$ cat config.mk
export PLATFORM = sky130hd
export DESIGN_NAME = sram_ctrl_flat
export DESIGN_NICKNAME = d
export VERILOG_FILES = /design/src/rtl/sram_ctrl_if.sv /design/src/rtl/sram_ctrl.sv /design/src/flat_wrapper.sv
export SDC_FILE = /design/constraint.sdc
export NUM_CORES = 1
export LEC_CHECK = 0
export CAP_MARGIN = 0
export CORE_MARGIN = 5
export CORE_UTILIZATION = 43
export CTS_CLUSTER_DIAMETER = 150
export CTS_CLUSTER_SIZE = 12
export DETAILED_ROUTE_END_ITERATION = 7
export HOLD_SLACK_MARGIN = 0.1
export PLACE_DENSITY = 0.85
export REMOVE_ABC_BUFFERS = 1
export SYNTH_ARGS = -nofsm -noshare
export SYNTH_HDL_FRONTEND = slang
export SYNTH_SLANG_ARGS = --single-unit
$ cat constraint.sdc
create_clock -name clk -period 3.01 [get_ports clk]
set_input_delay 0.903 -clock clk [delete_from_list [all_inputs] [get_ports clk]]
set_output_delay 0.903 -clock clk [all_outputs]
set_load 0.1 [all_outputs]
$ cat src/rtl/sram_ctrl_if.sv
// ---------------------------------------------------------------------------
// sram_ctrl_if : CPU/debugger-side bus into the external SRAM controller.
//
//   sel    : SRAM region selected by the address decoder
//   addr   : byte address (bit 0 ignored by the controller)
//   r      : read request
//   w      : byte write enables, [1]=high byte, [0]=low byte
//   dwrite : write data
//   rdata  : read data, valid while ready=1 after a read
//   ready  : 1 = bus may advance, 0 = stall the CPU
//
// master : the bus mux side (drives the request)
// slave  : the controller side (returns rdata/ready)
// ---------------------------------------------------------------------------
interface sram_ctrl_if;
  logic        sel;
  logic [15:0] addr;
  logic        r;
  logic [1:0]  w;
  logic [15:0] dwrite;
  logic [15:0] rdata;
  logic        ready;

  modport master (
    output sel, addr, r, w, dwrite,
    input  rdata, ready
  );

  modport slave (
    input  sel, addr, r, w, dwrite,
    output rdata, ready
  );
endinterface

$ cat src/rtl/sram_ctrl.sv
// ---------------------------------------------------------------------------
// sram_ctrl : synchronous controller for an external 16-bit asynchronous SRAM.
//
// Latches one bus request, sequences CE/OE/WE with programmable wait states,
// returns read data and drives ready, which stalls the CPU while an access
// is in flight.
//
// Parameters
//   WAIT_RD : cycles CE/OE held low before read data is sampled (1..15)
//   WAIT_WR : cycles WE held low per write (1..15)
//
// Ports
//   clk, reset   : clock, synchronous active-high reset
//   bus          : request bus (sram_ctrl_if.slave)
//   sram_addr    : word address {3'b000, latched addr[15:1]}
//   sram_dq_i    : SRAM data bus in (tristate lives at top level)
//   sram_dq_o    : SRAM data bus out
//   sram_dq_oe   : 1 = top level drives sram_dq_o onto the bus
//   sram_*_n     : active-low SRAM strobes (registered, glitch-free)
//
// Optional feature (macro SRAM_CTRL_RDBUF_EN)
//   One-entry read buffer: a read hitting the last read word completes in
//   the request cycle without touching the SRAM. Any accepted write or a
//   reset invalidates it.
// ---------------------------------------------------------------------------
module sram_ctrl #(
  parameter int WAIT_RD = 2,
  parameter int WAIT_WR = 3
) (
  input  logic        clk,
  input  logic        reset,
  sram_ctrl_if.slave  bus,
  output logic [17:0] sram_addr,
  input  logic [15:0] sram_dq_i,
  output logic [15:0] sram_dq_o,
  output logic        sram_dq_oe,
  output logic        sram_ce_n,
  output logic        sram_oe_n,
  output logic        sram_we_n,
  output logic        sram_ub_n,
  output logic        sram_lb_n
);

  generate
    if (WAIT_RD < 1 || WAIT_RD > 15) begin : g_bad_wait_rd
      $error("sram_ctrl: WAIT_RD must be in 1..15");
    end
    if (WAIT_WR < 1 || WAIT_WR > 15) begin : g_bad_wait_wr
      $error("sram_ctrl: WAIT_WR must be in 1..15");
    end
  endgenerate

  localparam logic [3:0] RD_INIT = 4'(WAIT_RD - 1);
  localparam logic [3:0] WR_INIT = 4'(WAIT_WR - 1);

  typedef enum logic [2:0] {
    S_IDLE, S_RD, S_WSETUP, S_WPULSE, S_WHOLD, S_DONE
  } state_t;

  state_t      state_q, state_d;
  logic [3:0]  cnt_q, cnt_d;
  logic [14:0] addr_q, addr_d;
  logic [15:0] wdata_q, wdata_d;
  logic [1:0]  be_q, be_d;
  logic [15:0] rdata_q, rdata_d;
  logic        ce_n_q, oe_n_q, we_n_q, ub_n_q, lb_n_q, dq_oe_q;
  logic        ce_n_d, oe_n_d, we_n_d, ub_n_d, lb_n_d, dq_oe_d;

  logic        req;
  logic        hit;
  logic [15:0] hit_data;
  logic        rd_last;
  logic        ready;
  logic        unused_addr0;

  assign unused_addr0 = bus.addr[0];

  // A read with w also set is still a read: r takes priority.
  assign req     = bus.sel & (bus.r | (|bus.w));
  assign rd_last = (state_q == S_RD) && (cnt_q == 4'd0);

`ifdef SRAM_CTRL_RDBUF_EN
  logic        buf_valid_q, buf_valid_d;
  logic [14:0] buf_addr_q, buf_addr_d;
  logic [15:0] buf_data_q, buf_data_d;

  assign hit      = (state_q == S_IDLE) & req & bus.r & buf_valid_q &
                    (buf_addr_q == bus.addr[15:1]);
  assign hit_data = buf_data_q;

  always_comb begin
    buf_valid_d = buf_valid_q;
    buf_addr_d  = buf_addr_q;
    buf_data_d  = buf_data_q;
    if (rd_last) begin
      // Refill with the word just read from the SRAM.
      buf_valid_d = 1'b1;
      buf_addr_d  = addr_q;
      buf_data_d  = sram_dq_i;
    end else if ((state_q == S_IDLE) && req && !bus.r) begin
      buf_valid_d = 1'b0;
    end
  end

  always_ff @(posedge clk) begin
    if (reset) begin
      buf_valid_q <= 1'b0;
      buf_addr_q  <= '0;
      buf_data_q  <= '0;
    end else begin
      buf_valid_q <= buf_valid_d;
      buf_addr_q  <= buf_addr_d;
      buf_data_q  <= buf_data_d;
    end
  end
`else
  assign hit      = 1'b0;
  assign hit_data = 16'h0000;
`endif

  always_comb begin
    state_d = state_q;
    cnt_d   = cnt_q;
    addr_d  = addr_q;
    wdata_d = wdata_q;
    be_d    = be_q;
    rdata_d = rdata_q;
    ready   = 1'b0;

    case (state_q)
      S_IDLE: begin
        ready = ~req | hit;
        if (req) begin
          if (hit) begin
            rdata_d = hit_data;
          end else begin
            addr_d  = bus.addr[15:1];
            wdata_d = bus.dwrite;
            be_d    = bus.w;
            if (bus.r) begin
              state_d = S_RD;
              cnt_d   = RD_INIT;
            end else begin
              state_d = S_WSETUP;
            end
          end
        end
      end
      S_RD: begin
        if (rd_last) begin
          rdata_d = sram_dq_i;
          state_d = S_DONE;
        end else begin
          cnt_d = cnt_q - 4'd1;
        end
      end
      S_WSETUP: begin
        state_d = S_WPULSE;
        cnt_d   = WR_INIT;
      end
      S_WPULSE: begin
        if (cnt_q == 4'd0) state_d = S_WHOLD;
        else               cnt_d   = cnt_q - 4'd1;
      end
      S_WHOLD: state_d = S_DONE;
      S_DONE: begin
        ready   = 1'b1;
        state_d = S_IDLE;
      end
      default: state_d = S_IDLE;
    endcase

    // Strobes are decoded from the next state and registered, so each
    // state's pin pattern appears exactly while that state is current.
    ce_n_d  = 1'b1;
    oe_n_d  = 1'b1;
    we_n_d  = 1'b1;
    ub_n_d  = 1'b1;
    lb_n_d  = 1'b1;
    dq_oe_d = 1'b0;
    case (state_d)
      S_RD: begin
        ce_n_d = 1'b0;
        oe_n_d = 1'b0;
        ub_n_d = 1'b0;
        lb_n_d = 1'b0;
      end
      S_WSETUP, S_WPULSE, S_WHOLD: begin
        ce_n_d  = 1'b0;
        ub_n_d  = ~be_d[1];
        lb_n_d  = ~be_d[0];
        dq_oe_d = 1'b1;
        we_n_d  = (state_d != S_WPULSE);
      end
      default: ;
    endcase
  end

  always_ff @(posedge clk) begin
    if (reset) begin
      state_q <= S_IDLE;
      cnt_q   <= '0;
      addr_q  <= '0;
      wdata_q <= '0;
      be_q    <= '0;
      rdata_q <= '0;
      ce_n_q  <= 1'b1;
      oe_n_q  <= 1'b1;
      we_n_q  <= 1'b1;
      ub_n_q  <= 1'b1;
      lb_n_q  <= 1'b1;
      dq_oe_q <= 1'b0;
    end else begin
      state_q <= state_d;
      cnt_q   <= cnt_d;
      addr_q  <= addr_d;
      wdata_q <= wdata_d;
      be_q    <= be_d;
      rdata_q <= rdata_d;
      ce_n_q  <= ce_n_d;
      oe_n_q  <= oe_n_d;
      we_n_q  <= we_n_d;
      ub_n_q  <= ub_n_d;
      lb_n_q  <= lb_n_d;
      dq_oe_q <= dq_oe_d;
    end
  end

  assign bus.ready  = ready;
  assign bus.rdata  = hit ? hit_data : rdata_q;
  assign sram_addr  = {3'b000, addr_q};
  assign sram_dq_o  = wdata_q;
  assign sram_dq_oe = dq_oe_q;
  assign sram_ce_n  = ce_n_q;
  assign sram_oe_n  = oe_n_q;
  assign sram_we_n  = we_n_q;
  assign sram_ub_n  = ub_n_q;
  assign sram_lb_n  = lb_n_q;

endmodule

$ cat src/flat_wrapper.sv
// flat-port wrapper written by rule: the top's interface ports become plain ports
module sram_ctrl_flat 
#(
  parameter int WAIT_RD = 2,
  parameter int WAIT_WR = 3
)
  (clk, reset, sram_addr, sram_dq_i, sram_dq_o, sram_dq_oe, sram_ce_n, sram_oe_n, sram_we_n, sram_ub_n, sram_lb_n, bus_sel, bus_addr, bus_r, bus_w, bus_dwrite, bus_rdata, bus_ready);
  sram_ctrl_if bus_i ();
  input  logic clk;
  input  logic reset;
  output logic [17:0] sram_addr;
  input  logic [15:0] sram_dq_i;
  output logic [15:0] sram_dq_o;
  output logic sram_dq_oe;
  output logic sram_ce_n;
  output logic sram_oe_n;
  output logic sram_we_n;
  output logic sram_ub_n;
  output logic sram_lb_n;
  input wire logic [$bits(bus_i.sel)-1:0] bus_sel;
  input wire logic [$bits(bus_i.addr)-1:0] bus_addr;
  input wire logic [$bits(bus_i.r)-1:0] bus_r;
  input wire logic [$bits(bus_i.w)-1:0] bus_w;
  input wire logic [$bits(bus_i.dwrite)-1:0] bus_dwrite;
  output wire logic [$bits(bus_i.rdata)-1:0] bus_rdata;
  output wire logic [$bits(bus_i.ready)-1:0] bus_ready;
  assign bus_i.sel = bus_sel;
  assign bus_i.addr = bus_addr;
  assign bus_i.r = bus_r;
  assign bus_i.w = bus_w;
  assign bus_i.dwrite = bus_dwrite;
  assign bus_rdata = bus_i.rdata;
  assign bus_ready = bus_i.ready;
  sram_ctrl #(.WAIT_RD(WAIT_RD), .WAIT_WR(WAIT_WR)) u_core (.clk(clk), .reset(reset), .bus(bus_i), .sram_addr(sram_addr), .sram_dq_i(sram_dq_i), .sram_dq_o(sram_dq_o), .sram_dq_oe(sram_dq_oe), .sram_ce_n(sram_ce_n), .sram_oe_n(sram_oe_n), .sram_we_n(sram_we_n), .sram_ub_n(sram_ub_n), .sram_lb_n(sram_lb_n));
endmodule
==> Yosys cells after proc, flatten, opt, wreduce, memory -nomap -nowiden <==
Index checks and enable logic that the tools add are counted.
{ "word_totals": {"reg_bits": 62, "out_inout_bits": 57} }
{ "op_classes": {"mux": 18, "reduce_logical": 11, "add_sub_neg": 1, "n_eq_ne": 14, "n_bitwise": 6} }
{ "op_table": {"columns": ["op", "count"], "rows": [
  ["$mux W4", 4],
  ["$pmux W4 S4", 1],
  ["$pmux W3 S5", 1],
  ["$eq A3 B2 Y1 const B", 4],
  ["$eq A3 B3 Y1 const B", 3],
  ["$mux W3", 3],
  ["$eq A3 B1 Y1 const B", 2],
  ["$mux W2", 3],
  ["$ne A2 B2 Y1 const B", 3],
  ["$pmux W1 S2", 3],
  ["$reduce_and A5 Y1", 1],
  ["$logic_not A4 Y1", 1],
  ["$not A1 Y1", 4],
  ["$reduce_and A2 Y1", 2],
  ["$reduce_bool A4 Y1", 1],
  ["$reduce_or A2 Y1", 2],
  ["$reduce_or A4 Y1", 1],
  ["$sub A4 B1 Y4 const B", 1],
  ["$logic_not A3 Y1", 1],
  ["$mux W1", 3],
  ["$ne A3 B2 Y1 const B", 1],
  ["$reduce_or A3 Y1", 1],
  ["$ne A2 B1 Y1 const B", 1],
  ["$and A1 B1 Y1", 1],
  ["other kinds (2)", 2]
]} }

==> Depth between registers and ports, before layout <==
Gate-level depths: netlist of the first run.
{ "depth": {"ltp_word": 9, "depth_mapped": 8, "ltp_nobuf": 6} }

==> Least setup slack after synthesis of the first run <==
Ideal clock, no wire load.
{ "synth_timing": {"path_kind": "input to output", "startpoint": "input bus_r", "endpoint": "output bus_ready", "t_required_ns": 2.107, "t_arrival_ns": 2.834, "stages": 3, "slack_ns": -0.727, "cell_sequence": "o31ai_1 -> nand2_1 -> a21oi_1"} }
{ "synth_via": {"elab_chain_len": 4} }
{ "synth_lines": {"columns": ["item", "line_no", "text"], "rows": [
  ["start: declaration", "flat_wrapper.sv:22", "input wire logic [$bits(bus_i.r)-1:0] bus_r;"],
  ["$or A1 B1 Y1", "sram_ctrl.sv:79", "assign req = bus.sel & (bus.r | (|bus.w));"],
  ["$and A1 B1 Y1", "sram_ctrl.sv:79", null],
  ["$not A1 Y1", "sram_ctrl.sv:132", "ready = ~req | hit;"],
  ["$pmux W1 S2", "sram_ctrl.sv:130", "case (state_q)"],
  ["end: declaration", "flat_wrapper.sv:26", "output wire logic [$bits(bus_i.ready)-1:0] bus_ready;"]
]} }
Every way passes these cells.

==> Worst setup path after layout of the first run <==
{ "layout_timing": {"startpoint": "input bus_w[0]", "endpoint": "output bus_ready"} }
{ "layout_via": {"elab_chain_len": 5} }
{ "layout_lines": {"columns": ["item", "line_no", "text"], "rows": [
  ["start: declaration", "flat_wrapper.sv:23", "input wire logic [$bits(bus_i.w)-1:0] bus_w;"],
  ["$reduce_or A2 Y1", "sram_ctrl.sv:79", null],
  ["$or A1 B1 Y1", "sram_ctrl.sv:79", null],
  ["$and A1 B1 Y1", "sram_ctrl.sv:79", null],
  ["$not A1 Y1", "sram_ctrl.sv:132", null],
  ["$pmux W1 S2", "sram_ctrl.sv:130", null]
]} }
Every way passes these cells.

==> impl_metrics.tcl, run 1 <==
set metrics [dict create \
    place_inst 452 \
    wl_per_cell_um 12.8 \
    cts_tree "done" \
    grt_overflow_total 0 \
    grt_max_degree 32 \
    worstPathRequired_ns 2.11 \
    drv_cap 0 \
    fin_crit_ns 2.82 \
    maxSlewHeadroom_pct 64.5 \
    outcome "finished clean" \
    fmax_ghz 0.354 \
    cts-buffers-inserted 9 \
    cp-end-kind "output port" \
    syn_area_um2 2320 \
    post_cts_buffers 0 \
    start_util_pct 44.8 \
    gp_congestion 0.781 \
    cts-root-buf "clkbuf_8" \
    ys_types 34 \
    drive_above_1_share_pct 21.7 \
    core_um2 5170 \
    drc_errors 0 \
    die_width_um 83.5 \
    setup_violations 0 \
    final_cells 467 \
    clock_skew_ns 0.00439 \
    synth_area_leaders "dfxtp_1, nand2_1, a21oi_1" \
    synth.ff_latch_count 62 \
    h-tree-depth 3 \
    synth_area_per_cell_um2 8.11 \
    synth-main-ff-cell "dfxtp_1" \
    drv_slew 0 \
    synth_edf_count 0 \
    synth_top_area_share_pct 53.5 \
    io_buffers 106 \
    grt_use_total_pct 17.1 \
    clockBufferDepth 2 \
    multi_input_area_um2 977 \
    rows 26 \
    p_per_area_nw_per_um2 980 \
    seq_area_frac_synth_pct 53.5 \
    num-fill-cells 431 \
    dpl.hpwl_mm 4.41 \
    crit_fanout 2 \
    dr.pass1.iters 6 \
    critPathLaunchType "input pin" \
    async_flop_share_pct 0 \
    grt_pass1_vias 2163 \
    layout_commonest_cell "nand2_1" \
    dieArea_um2 6960 \
    grt_pass1_wl_mm 9.87 \
    die_h_um 83.5 \
    via_per_inst 4.89 \
    nets 449 \
    ios 111 \
    critical_path_class "in -> out" \
    critPathArrivalTime_ns 1.92 \
    yosysTopAreaCell "dfxtp_1" \
    final_antenna_net_count 0 \
    synthCells 286 \
    grt_antenna_before_repair 0 \
    clk_pin_slew_worst_paths_ns 0.06 \
    drt_iter0_drc 64 \
    worstHoldPathType "reg -> reg" \
    wirelength_mm 5.98 \
    ys_warn_count 0 \
    num_vias 2285 \
    period_share_pct 93.8 \
    hold_viol_final 0 \
    fin_util_pct 68.2 \
    p_leak_uw 0.00148 \
    seq_area_um2 1240 \
    syn2layout_area_growth_pct 52.1 \
    fin_hold_ws_ns 0.454 \
    cts.sinks 62 \
    mostFrequentLayoutCells "nand2_1, buf_4, dfxtp_1" \
    ir_worst_vdd_mv 0.544 \
    rsz0062_at_grt "no" \
    clock_latency_ns 0.32 \
    diodes 0 \
    tightest_slew_ns 0.533 \
]
==> layer usage <==
metal  global-route usage, %  part of all wire, %  vias up
met1                    20.4                   43     1019
met4                    7.02                  1.9        0
met2                    27.2                   44      107
met3                    7.01                   11       14
li1                        -                    -     1145
met5                       0                    0        -
==> logic make-up after synthesis <==
logic type               after synthesis  synth area share (%)
multiplexers                           3                  1.29
adder cells (fa/ha/maj)                2                  1.08
buffers and inverters                 26                  5.45
XOR/XNOR                               2                 0.755
flip-flops                            62                  53.5
other                                  1                 0.162
AO/OA/AOI/OAI                         62                  14.8
AND/OR/NAND/NOR                      128                  23.0
==> registers in the layout, summed over array words and instances, names as in the netlist <==
register and flops:
u_core.sram_ub_n 1, u_core.cnt_q 4, u_core.state_q 3, u_core.be_q 2, u_core.sram_oe_n 1, u_core.sram_ce_n 1, u_core.sram_lb_n 1, u_core.bus.rdata 16
u_core.addr_q 15, u_core.sram_dq_oe 1, u_core.sram_we_n 1, u_core.sram_dq_o 16
==> worst max-delay path: stages <==
cell and delay, ns:
dlygate4sd2_1 0.25, o31ai_2 0.28, nand2_1 0.10, a21oi_2 0.19, buf_12 0.19
==> layout make-up <==
cell class / count / share of cell area, %
clock buffer: 10 / 3.90
clock inverter: 5 / 1.42
inverter: 2 / 0.213
multi-input combinational: 200 / 27.7
sequential: 62 / 35.2
tap: 70 / 2.48
timing repair buffer: 118 / 29.1
==> synthesized netlist by cell type, types with 2 or more instances <==
cell and instances:
clkbuf_1 12, dfxtp_1 62, ha_1 2, a21oi_1 51, nor2_1 12, a21o_1 3, buf_4 6, nand2_1 99
inv_1 2, nor4_1 2, xnor2_1 2, o31ai_1 2, buf_2 5, mux2i_1 3, nor3_1 4
==> stage by stage <==
stage	TNS, ns	power [uW]	setup WS (ns)	cell area, um^2
3_5_place_dp	-0.0943	2790	-0.0943	3330
6_report	0	3460	0.186	3530
4_1_cts	0	3490	0.0191	3520
2_1_floorplan	-0.727	2340	-0.727	2210
5_1_grt	0	3630	0.119	3530
3_3_place_gp	-0.0815	2770	-0.0815	3330
==> power by group <==
part	internal, uW	switching, uW	total [uW]
registers	973	91.3	1060
clock network	394	297	691
logic	432	1270	1700
==> path summary, 6_finish.rpt <==
| path | start | to | slack, ns | cells after the start |
|---|---|---|---|---|
| worst max register to register | u_core.state_q[0] | u_core.bus.rdata[1] | 1.12 | 5 |
| worst min register to register | u_core.sram_dq_o[6] | u_core.sram_dq_o[6] | 0.45 | 2 |
| worst max-delay path | bus_w[0] | bus_ready | 0.19 | 5 |
| worst min-delay path | u_core.sram_dq_o[6] | u_core.sram_dq_o[6] | 0.45 | 2 |
==> what timing repair did <==
action,CTS,global route
resized for setup,3,2
pin swaps,3,3
hold buffers,0,0
setup endpoints to repair,1,1
(Power assumes the default switching activity.)
==> inputs of run 2 (changes only) <==
--- a/config.mk
+++ b/config.mk
@@ -11,9 +11,7 @@
 export CTS_CLUSTER_DIAMETER = 150
 export CTS_CLUSTER_SIZE = 12
 export DETAILED_ROUTE_END_ITERATION = 7
-export HOLD_SLACK_MARGIN = 0.1
 export PLACE_DENSITY = 0.85
-export REMOVE_ABC_BUFFERS = 1
 export SYNTH_ARGS = -nofsm -noshare
 export SYNTH_HDL_FRONTEND = slang
 export SYNTH_SLANG_ARGS = --single-unit
==> impl_metrics.tcl, run 2 (synthesis gave the netlist of run 1 again) <==
set metrics [dict create \
    cp-end-kind "output port" \
    clock_latency_ns 0.32 \
    hold_viol_final 0 \
    syn2layout_area_growth_pct 50.2 \
    rows 26 \
    pre_cts_slack_ns -0.126 \
    grt_antenna_before_repair 0 \
    fin_crit_ns 2.90 \
    rsz0062_at_grt "no" \
    cts_tree "done" \
    dieArea_um2 6960 \
    fin_util_pct 67.4 \
    tightest_slew_ns 0.580 \
    drc_errors 0 \
    holdBufCountCts 0 \
    via_per_inst 4.95 \
    layout_commonest_cell "nand2_1" \
    clk_pin_slew_worst_paths_ns 0.06 \
    io_buffers 106 \
    maxSlewHeadroom_pct 61.3 \
    critPathLaunchType "input pin" \
    stdcell_area_um2 3480 \
    p_leak_uw 0.00144 \
    period_share_pct 96.5 \
    place_inst 447 \
    crit_fanout 5 \
    ir_worst_vdd_mv 0.516 \
    worstHoldPathType "reg -> reg" \
    outcome "finished clean" \
    final_cells 462 \
    grt_use_total_pct 17.8 \
    mostFrequentLayoutCells "nand2_1, dfxtp_1, buf_4" \
    setup_violations 0 \
    gp_congestion 0.834 \
    die_h_um 83.5 \
    drv_cap 0 \
    die_width_um 83.5 \
    dr.pass1.iters 5 \
    clockBufferDepth 2 \
    grt_pass1_vias 2121 \
    cts-root-buf "clkbuf_8" \
    fmax_ghz 0.344 \
    dpl.hpwl_mm 4.40 \
    start_util_pct 44.8 \
    nets 445 \
    wirelength_mm 6.17 \
    power.total_uw 3420 \
    h-tree-depth 3 \
    p_per_area_nw_per_um2 980 \
    worstPathRequired_ns 2.11 \
    cts-buffers-inserted 9 \
    wl_per_cell_um 13.4 \
    grt_overflow_total 0 \
    diodes 0 \
    grt_max_degree 32 \
    drt_iter0_drc 113 \
    critical_path_class "in -> out" \
    core_um2 5170 \
    num_vias 2289 \
    postPlaceCellArea_um2 3300 \
    drive_above_1_share_pct 20.4 \
    ios 111 \
    critPathArrivalTime_ns 2.00 \
    num-fill-cells 436 \
    clock_skew_ns 0.00980 \
    setup_slack_ns 0.105 \
    drv_slew 0 \
    grt_pass1_wl_mm 10.1 \
    final_antenna_net_count 0 \
    cts.sinks 62 \
]
-- run 2: critical path, stage by stage --
cell             delay [ns]
clkdlybuf4s50_1        0.49
o31ai_2                0.11
nand2_1                0.13
a21oi_4                0.18
buf_12                 0.19
-- run 2: power breakdown --
group / internal [uW] / leakage, uW / total [uW] / switching (uW)
Clock: 356 / 0.0000914 / 641 / 284
Sequential: 973 / 0.000507 / 1070 / 94.8
Combinational: 428 / 0.000840 / 1710 / 1280
-- run 2: timing repair --
item	4_1_cts	5_1_grt
gates resized for setup	4	0
setup buffers	1	0
endpoints found under the setup margin	1	0
hold endpoints to repair	0	0
-- run 2: cell type report --
| type | count | area, um^2 | area share [%] |
|---|---|---|---|
| Sequential cell | 62 | 1240 | 35.6 |
| Timing Repair Buffer | 114 | 990 | 28.4 |
| Multi-Input combinational cell | 200 | 985 | 28.3 |
| Clock buffer | 13 | 169 | 4.85 |
| Tap cell | 70 | 87.6 | 2.51 |
| Inverter | 2 | 7.51 | 0.215 |
| Clock inverter | 1 | 5.00 | 0.144 |
-- run 2: path summary, 6_finish.rpt --
path | start | to | slack [ns] | cells past startpoint
worst min-delay path | u_core.sram_dq_o[4] | u_core.sram_dq_o[4] | 0.45 | 2
worst max-delay path | bus_sel | bus_ready | 0.11 | 5
worst max register to register | u_core.state_q[0] | u_core.bus.rdata[6] | 1.09 | 5
worst min register to register | u_core.sram_dq_o[4] | u_core.sram_dq_o[4] | 0.45 | 2
-- run 2: metrics by stage --
stage                     TNS [ns]  hold slack [ns]
after floorplan                  0            0.453
after global placement      -0.125            0.442
after detailed placement    -0.126            0.447
after CTS                        0            0.455
after global routing             0            0.468
final                            0            0.453
-- run 2: routing by layer --
| metal | GRT usage [%] | part of all wire, % | up-vias |
|---|---|---|---|
| li1 | - | - | 1132 |
| met1 | 21.1 | 41 | 1052 |
| met2 | 29.8 | 50 | 89 |
| met3 | 4.15 | 6.3 | 16 |
| met4 | 9.21 | 2.3 | 0 |
| met5 | 0 | 0 | - |
